--- src/rtl/param_seq_multiplier.sv ---
// Multi-cycle shift-add multiplier for MULT/MULTU with signed/unsigned mode.
// Prod is updated only when the sign fix-up completes, so it holds the last result while busy.
module param_seq_multiplier #(
  parameter int WIDTH = 32,
  parameter int CNT_W = 6
) (
  input  logic               clk,
  input  logic               Rst,
  input  logic               Run,
  input  logic               Signed,
  input  logic [WIDTH-1:0]   Mult,
  input  logic [WIDTH-1:0]   Mul,
  output logic [2*WIDTH-1:0] Prod,
  output logic               Rdy,
  output logic               Busy
);

  localparam logic [1:0] ST_IDLE = 2'd0;
  localparam logic [1:0] ST_CALC = 2'd1;
  localparam logic [1:0] ST_FIX  = 2'd2;
  localparam logic [1:0] ST_DONE = 2'd3;

  localparam logic [CNT_W-1:0]   CNT_INIT = CNT_W'(WIDTH);
  localparam logic [CNT_W-1:0]   CNT_ONE  = {{(CNT_W-1){1'b0}}, 1'b1};
  localparam logic [WIDTH-1:0]   ONE_W    = {{(WIDTH-1){1'b0}}, 1'b1};
  localparam logic [2*WIDTH-1:0] ONE_2W   = {{(2*WIDTH-1){1'b0}}, 1'b1};

  // Magnitude as an unsigned WIDTH-bit value; the most negative input maps to 2^(WIDTH-1).
  function automatic logic [WIDTH-1:0] abs_val(input logic [WIDTH-1:0] x, input logic sgn);
    if (sgn && x[WIDTH-1]) begin
      abs_val = ~x + ONE_W;
    end else begin
      abs_val = x;
    end
  endfunction

  logic [1:0]         state_r, state_nxt_s;
  logic [2*WIDTH-1:0] acc_r, acc_nxt_s;
  logic [WIDTH-1:0]   mcand_r, mcand_nxt_s;
  logic               neg_r, neg_nxt_s;
  logic [CNT_W-1:0]   cnt_r, cnt_nxt_s;
  logic [2*WIDTH-1:0] prod_r, prod_nxt_s;
  logic               rdy_r, rdy_nxt_s;
  logic               busy_r, busy_nxt_s;
  logic [WIDTH:0]     sum_s;

  // Next-state and datapath update for one clock edge.
  always_comb begin
    state_nxt_s = state_r;
    acc_nxt_s   = acc_r;
    mcand_nxt_s = mcand_r;
    neg_nxt_s   = neg_r;
    cnt_nxt_s   = cnt_r;
    prod_nxt_s  = prod_r;
    sum_s = {1'b0, acc_r[2*WIDTH-1:WIDTH]}
          + (acc_r[0] ? {1'b0, mcand_r} : {(WIDTH+1){1'b0}});
    case (state_r)
      ST_IDLE, ST_DONE: begin
        if (Run) begin
          mcand_nxt_s = abs_val(Mult, Signed);
          neg_nxt_s   = Signed & (Mult[WIDTH-1] ^ Mul[WIDTH-1]);
          acc_nxt_s   = {{WIDTH{1'b0}}, abs_val(Mul, Signed)};
          cnt_nxt_s   = CNT_INIT;
          state_nxt_s = ST_CALC;
        end else begin
          state_nxt_s = state_r;
        end
      end
      ST_CALC: begin
        // Carry of the partial sum enters the MSB as the accumulator shifts right.
        acc_nxt_s = {sum_s, acc_r[WIDTH-1:1]};
        cnt_nxt_s = cnt_r - CNT_ONE;
        if (cnt_r == CNT_ONE) begin
          state_nxt_s = ST_FIX;
        end else begin
          state_nxt_s = ST_CALC;
        end
      end
      ST_FIX: begin
        prod_nxt_s  = neg_r ? (~acc_r + ONE_2W) : acc_r;
        state_nxt_s = ST_DONE;
      end
      default: begin
        state_nxt_s = ST_IDLE;
      end
    endcase
    busy_nxt_s = (state_nxt_s == ST_CALC) || (state_nxt_s == ST_FIX);
    rdy_nxt_s  = (state_nxt_s == ST_DONE);
  end

  // State and datapath registers with synchronous active-low reset.
  always_ff @(posedge clk) begin
    if (!Rst) begin
      state_r <= ST_IDLE;
      acc_r   <= {(2*WIDTH){1'b0}};
      mcand_r <= {WIDTH{1'b0}};
      neg_r   <= 1'b0;
      cnt_r   <= {CNT_W{1'b0}};
      prod_r  <= {(2*WIDTH){1'b0}};
      rdy_r   <= 1'b0;
      busy_r  <= 1'b0;
    end else begin
      state_r <= state_nxt_s;
      acc_r   <= acc_nxt_s;
      mcand_r <= mcand_nxt_s;
      neg_r   <= neg_nxt_s;
      cnt_r   <= cnt_nxt_s;
      prod_r  <= prod_nxt_s;
      rdy_r   <= rdy_nxt_s;
      busy_r  <= busy_nxt_s;
    end
  end

  assign Prod = prod_r;
  assign Rdy  = rdy_r;
  assign Busy = busy_r;

endmodule
--- config.mk ---
export PLATFORM = sky130hd
export DESIGN_NAME = param_seq_multiplier
export DESIGN_NICKNAME = d
export VERILOG_FILES = /design/src/rtl/param_seq_multiplier.sv
export SDC_FILE = /design/constraint.sdc
export NUM_CORES = 1
export LEC_CHECK = 0
export ABC_CLOCK_PERIOD_IN_PS = 3800
export BUFFER_PORTS_ARGS = -buffer_cell sky130_fd_sc_hd__buf_2
export CAP_MARGIN = 20
export CELL_PAD_IN_SITES_DETAIL_PLACEMENT = 0
export CELL_PAD_IN_SITES_GLOBAL_PLACEMENT = 1
export CORE_MARGIN = 2
export CORE_UTILIZATION = 44
export CTS_BUF_LIST = sky130_fd_sc_hd__clkbuf_16
export DETAILED_ROUTE_END_ITERATION = 12
export PLACE_DENSITY_LB_ADDON = 0.1
export SLEW_MARGIN = 20
export SYNTH_ARGS = -nofsm -noshare
export SYNTH_HDL_FRONTEND = slang
export SYNTH_SLANG_ARGS = --single-unit
export TNS_END_PERCENT = 1
--- constraint.sdc ---
create_clock -name clk -period 3.8 [get_ports clk]
set_clock_uncertainty 0.2 [all_clocks]
set_input_delay 0.95 -clock clk [delete_from_list [all_inputs] [get_ports clk]]
set_output_delay 0.95 -clock clk [all_outputs]
set_load 0.02 [all_outputs]
Yosys cells after proc, flatten, opt, wreduce, memory -nomap -nowiden --
Index checks and enable logic that the tools add are counted.
Word-level totals: output and inout port bits 66, logic and storage cells 45, bits of input ports 68, register bits 171
Cells by class: mux-type cells 11, reductions and logical operators 8, bitwise operators 5, add/sub/neg operators 5, eq/ne operators 8
Operators by type and width (number):
- $mux W64 | 2
- $pmux W64 S2 | 1
- $mux W32 | 3
- $add A32 B1 Y32 const B | 2
- $add A64 B1 Y64 const B | 1
- $not A32 Y32 | 2
- $not A64 Y64 | 1
- $add A32 B32 Y33 | 1
- $pmux W6 S2 | 1
- $eq A2 B2 Y1 const B | 4
- $eq A6 B1 Y1 const B | 1
- $mux W6 | 1
- $pmux W2 S3 | 1
- $sub A6 B1 Y6 const B | 1
- $eq A2 B1 Y1 const B | 2
- $mux W2 | 2
- $reduce_and A2 Y1 | 2
- $logic_and A1 B1 Y1 | 2
- $logic_not A2 Y1 | 1
- $ne A2 B2 Y1 const B | 1
- $reduce_bool A2 Y1 | 1
- $reduce_or A2 Y1 | 1
- $and A1 B1 Y1 | 1
- $logic_or A1 B1 Y1 | 1
- $xor A1 B1 Y1 | 1

Longest topological paths before layout --
word-level depth 5, gate-level depth with buffers 14

Worst setup path after synthesis --
No wires, ideal clock.
path type input -> register, from input Mult[14], to register mcand_r[28], buffers on the path 0, stages 7, path slack 0.352 ns, setup time 0.132 ns, data required time 3.468 ns, data arrival time 3.116 ns, path through or4_1 -> or4_1 -> or3b_1 -> or2_2 -> o21ai_1 -> xor2_1 -> a21oi_1
Between the ends: word-level cells in the longest chain between the ends 3
RTL lines:
- start, declared | line 11 | input logic [WIDTH-1:0] Mult,
- $not A32 Y32 | line 31 | abs_val = ~x + ONE_W;
- $add A32 B1 Y32 | line 31
- $mux W32 | line 30 | if (sgn && x[WIDTH-1]) begin
- end signal, assigned | line 96 | mcand_r <= {WIDTH{1'b0}};
- end signal, assigned | line 105 | mcand_r <= mcand_nxt_s;
- end, declared | line 39 | logic [WIDTH-1:0] mcand_r, mcand_nxt_s;
Every way passes these cells. A chain may end at the register's enable or synchronous reset.

Worst setup path in the final report --
from register acc_r[0], to register prod_r[48], in the netlist Prod[48]
Between the ends: word-level cells in the longest chain between the ends 3
RTL lines:
- start, declared | line 38 | logic [2*WIDTH-1:0] acc_r, acc_nxt_s;
- start signal, assigned | line 95 | acc_r <= {(2*WIDTH){1'b0}};
- start signal, assigned | line 104 | acc_r <= acc_nxt_s;
- $not A64 Y64 | line 80 | prod_nxt_s = neg_r ? (~acc_r + ONE_2W) : acc_r;
- $add A64 B1 Y64 | line 80
- $mux W64 | line 80
- end signal, assigned | line 99 | prod_r <= {(2*WIDTH){1'b0}};
- end signal, assigned | line 108 | prod_r <= prod_nxt_s;
- end, declared | line 42 | logic [2*WIDTH-1:0] prod_r, prod_nxt_s;
Every way passes these cells.

==> flow_summary.json <==
{
  "cts.repair.resized": 0,
  "core_um2": 24390,
  "hp-class": "reg -> reg",
  "grt_max_degree": 90,
  "grt-busiest-layer": "met2",
  "grt_pass1_wl_mm": 49.46,
  "avgSynthCellArea_um2": 7.974,
  "portBuffers": 133,
  "holdBufCountCts": 0,
  "wire_per_inst_um": 16.89,
  "rows": 57,
  "dieArea_um2": 26140,
  "worst_pin_slew_ns": 0.8656,
  "setup_ws_ns": 0.3851,
  "clk_latency_ns": 0.44,
  "io_pins": 134,
  "crit_required_ns": 3.93,
  "grt.overflow.total": 0,
  "num-fill-cells": 2499,
  "path_clk_slew_ns": 0.07,
  "max_cap_violations": 0,
  "slew_headroom_pct": 42.29,
  "final_nets": 1576,
  "h-tree-depth": 4,
  "die_w_um": 161.7,
  "setup_viol_count_final": 0,
  "hpwlAfterDp_mm": 22.84,
  "powerDensity_nw_per_um2": 383.6,
  "routed_via_density": 5.587,
  "ctsLongestPathBuffers": 2,
  "syn_nets": 1481,
  "status": "completed",
  "seq_area_frac_synth_pct": 31.29,
  "cts_tree": "built",
  "ys_seq_elements": 171,
  "syn2layout_area_growth_pct": 14.83,
  "startpoint_type": "register",
  "ys_types": 65,
  "preCtsSetupSlack_ns": 0.2031,
  "critPathArrivalTime_ns": 3.54,
  "ir_worst_vdd_mv": 0.3052,
  "grt_util_met3_pct": 4.597,
  "yosys_most_used_dff": "dfxtp_1",
  "drtPass1Iterations": 5,
  "leakagePower_nw": 5.640,
  "cts_setup_buffers": 0,
  "cts_root_buffer": "clkbuf_16",
  "end_kind": "register",
  "hold_violations": 0,
  "finalWirelength_mm": 30.46,
  "drc": 0,
  "rsz0062_at_grt": "false",
  "num_antenna_cells": 0,
  "min_period_over_period_pct": 89.86,
  "worstPathMaxFanout": 13,
  "use_met1_pct": 34.06,
  "worstSetupPathType": "reg -> reg",
  "async_reset_ff_share_pct": 0,
  "initial_utilization_pct": 44.85,
  "syn_area_um2": 10940,
  "cts.sinks": 171,
  "die_h_um": 161.7,
  "tns_ns": 0,
  "maxSlewViolCount": 0,
  "layout-drive-gt1-share_pct": 14.94,
  "synth_cells": 1372,
  "ys.warnings.count": 0,
  "cts_buffers": 17,
  "fin_crit_ns": 3.415,
  "power_mw": 4.819,
  "fmax_mhz": 292.8,
  "grtUsageMet2_pct": 36.23,
  "detail-route-antenna-nets": 0,
  "r2r_setup_slack_ns": 0.39,
  "grtUsageTotal_pct": 23.39,
  "antenna_found_initial": 0,
  "drtIter0Drc": 689,
  "synth_edf_count": 0,
  "gp_congestion": 0.9118,
  "vias": 10070,
  "first_global_vias": 9322
}
flip-flops by register name (all words and copies together) (netlist names):
name,cells
Prod,64
acc_r,64
mcand_r,32
cnt_r,6
state_r,2
Busy,1
Rdy,1
neg_r,1
cell usage after synthesis, types with 3 or more instances:
cell / instances / area, µm²
a211oi_1: 4 / 30.03
a21boi_0: 8 / 60.06
a21o_1: 19 / 142.6
a21oi_1: 92 / 460.4
a221oi_1: 12 / 105.1
a22oi_1: 7 / 52.55
a31oi_1: 11 / 68.82
and2_1: 56 / 350.3
and3_1: 12 / 75.07
buf_1: 4 / 15.01
clkbuf_1: 88 / 330.3
dfxtp_1: 171 / 3423
ha_1: 40 / 500.5
inv_1: 27 / 101.4
mux2i_1: 6 / 60.06
nand2_1: 175 / 656.9
nand2b_1: 9 / 56.30
nand3_1: 24 / 120.1
nand3b_1: 4 / 30.03
nand4_1: 15 / 93.84
nor2_1: 59 / 221.5
nor2b_1: 28 / 175.2
nor3_1: 22 / 110.1
nor3b_1: 4 / 30.03
nor4_1: 11 / 68.82
o211a_1: 64 / 640.6
o211ai_1: 12 / 90.09
o21a_1: 6 / 45.04
o21ai_0: 113 / 565.5
o21ai_1: 6 / 30.03
o21bai_1: 4 / 30.03
o22ai_1: 3 / 18.77
o31ai_1: 28 / 210.2
o41ai_1: 11 / 96.34
o41ai_2: 3 / 48.80
or2_2: 4 / 25.02
or3_1: 23 / 143.9
or4_1: 13 / 97.59
xnor2_1: 57 / 499.2
xor2_1: 84 / 735.7
layout by cell type (no fill, tap or decap), types with 4 or more instances in the layout:
cell	count
o21ai_1	6
a21oi_1	92
ha_1	39
a22oi_1	7
inv_1	27
o21a_1	6
o211a_1	64
o21bai_1	4
mux2i_1	6
dfxtp_1	170
o21ai_0	113
o211ai_1	12
nand4_1	15
or4_1	13
buf_4	38
buf_2	132
a21boi_0	8
clkbuf_16	17
nor4_1	11
xor2_1	84
nand3b_1	4
a211oi_1	4
nor3_1	22
nand3_1	24
a31oi_1	11
a21o_1	19
nand2_1	175
or2_2	4
and2_1	55
nor2_1	59
a221oi_1	12
nor3b_1	4
xnor2_1	57
and3_1	12
nor2b_1	28
o31ai_1	28
o41ai_1	11
or3_1	23
nand2b_1	9
worst paths after layout:
kind                  from       end  cells past startpoint
setup / recovery  acc_r[0]  Prod[48]                     11
setup reg to reg  acc_r[0]  Prod[48]                     11
hold / removal    Prod[32]  Prod[32]                      2
hold reg to reg   Prod[32]  Prod[32]                      2
logic make-up after synthesis:
| kind of cell | synth area share, % |
|---|---|
| compound gates | 25.88 |
| xor+xnor | 11.29 |
| fa+ha+maj | 4.758 |
| buf+inv | 4.174 |
| flops | 31.29 |
| mux | 0.5490 |
| simple gates | 22.06 |
critical path, cell delays in order, from the launching register on:
cell	delay [ns]
dfxtp_1	0.41
buf_4	0.21
inv_1	0.06
ha_1	0.20
nand2b_1	0.08
or4_4	0.52
nand4b_1	0.31
nand2b_1	0.48
o41ai_1	0.44
xor2_1	0.19
nand2_1	0.07
o211a_1	0.15
layer usage:
metal	part of all wire, %	vias up
met3	5.1	28
met1	50	4715
met4	1.1	0
li1	-	5112
met5	0	-
met2	44	219
through the flow:
step                util [%]  hold WS [ns]  instance area [µm²]  cells
global placement       49.00        0.2418                11950   1772
finish                 51.51        0.2521                12560   1803
global route           51.51        0.2721                12560   1803
detailed placement     49.00        0.2419                11950   1772
floorplan                  -        0.2389                10940   1372
CTS                    51.51        0.2536                12560   1803
area by class of cell:
type / count / area (µm²) / area share [%]
clock buffer: 17 / 425.4 / 3.386
clock inverter: 14 / 186.4 / 1.484
inverter: 27 / 101.3 / 0.8067
multi-input combinational: 1080 / 7074 / 56.31
sequential: 171 / 3425 / 27.26
tap: 324 / 405.4 / 3.227
timing repair buffer: 170 / 945.9 / 7.529
where the power goes:
part | internal (mW) | switching [mW] | total (mW) | leakage [nW]
Clock | 1.05 | 0.801 | 1.85 | 0.292
Combinational | 0.385 | 0.568 | 0.952 | 3.96
Sequential | 1.90 | 0.118 | 2.02 | 1.39
Power figures use the tool's default switching activity.
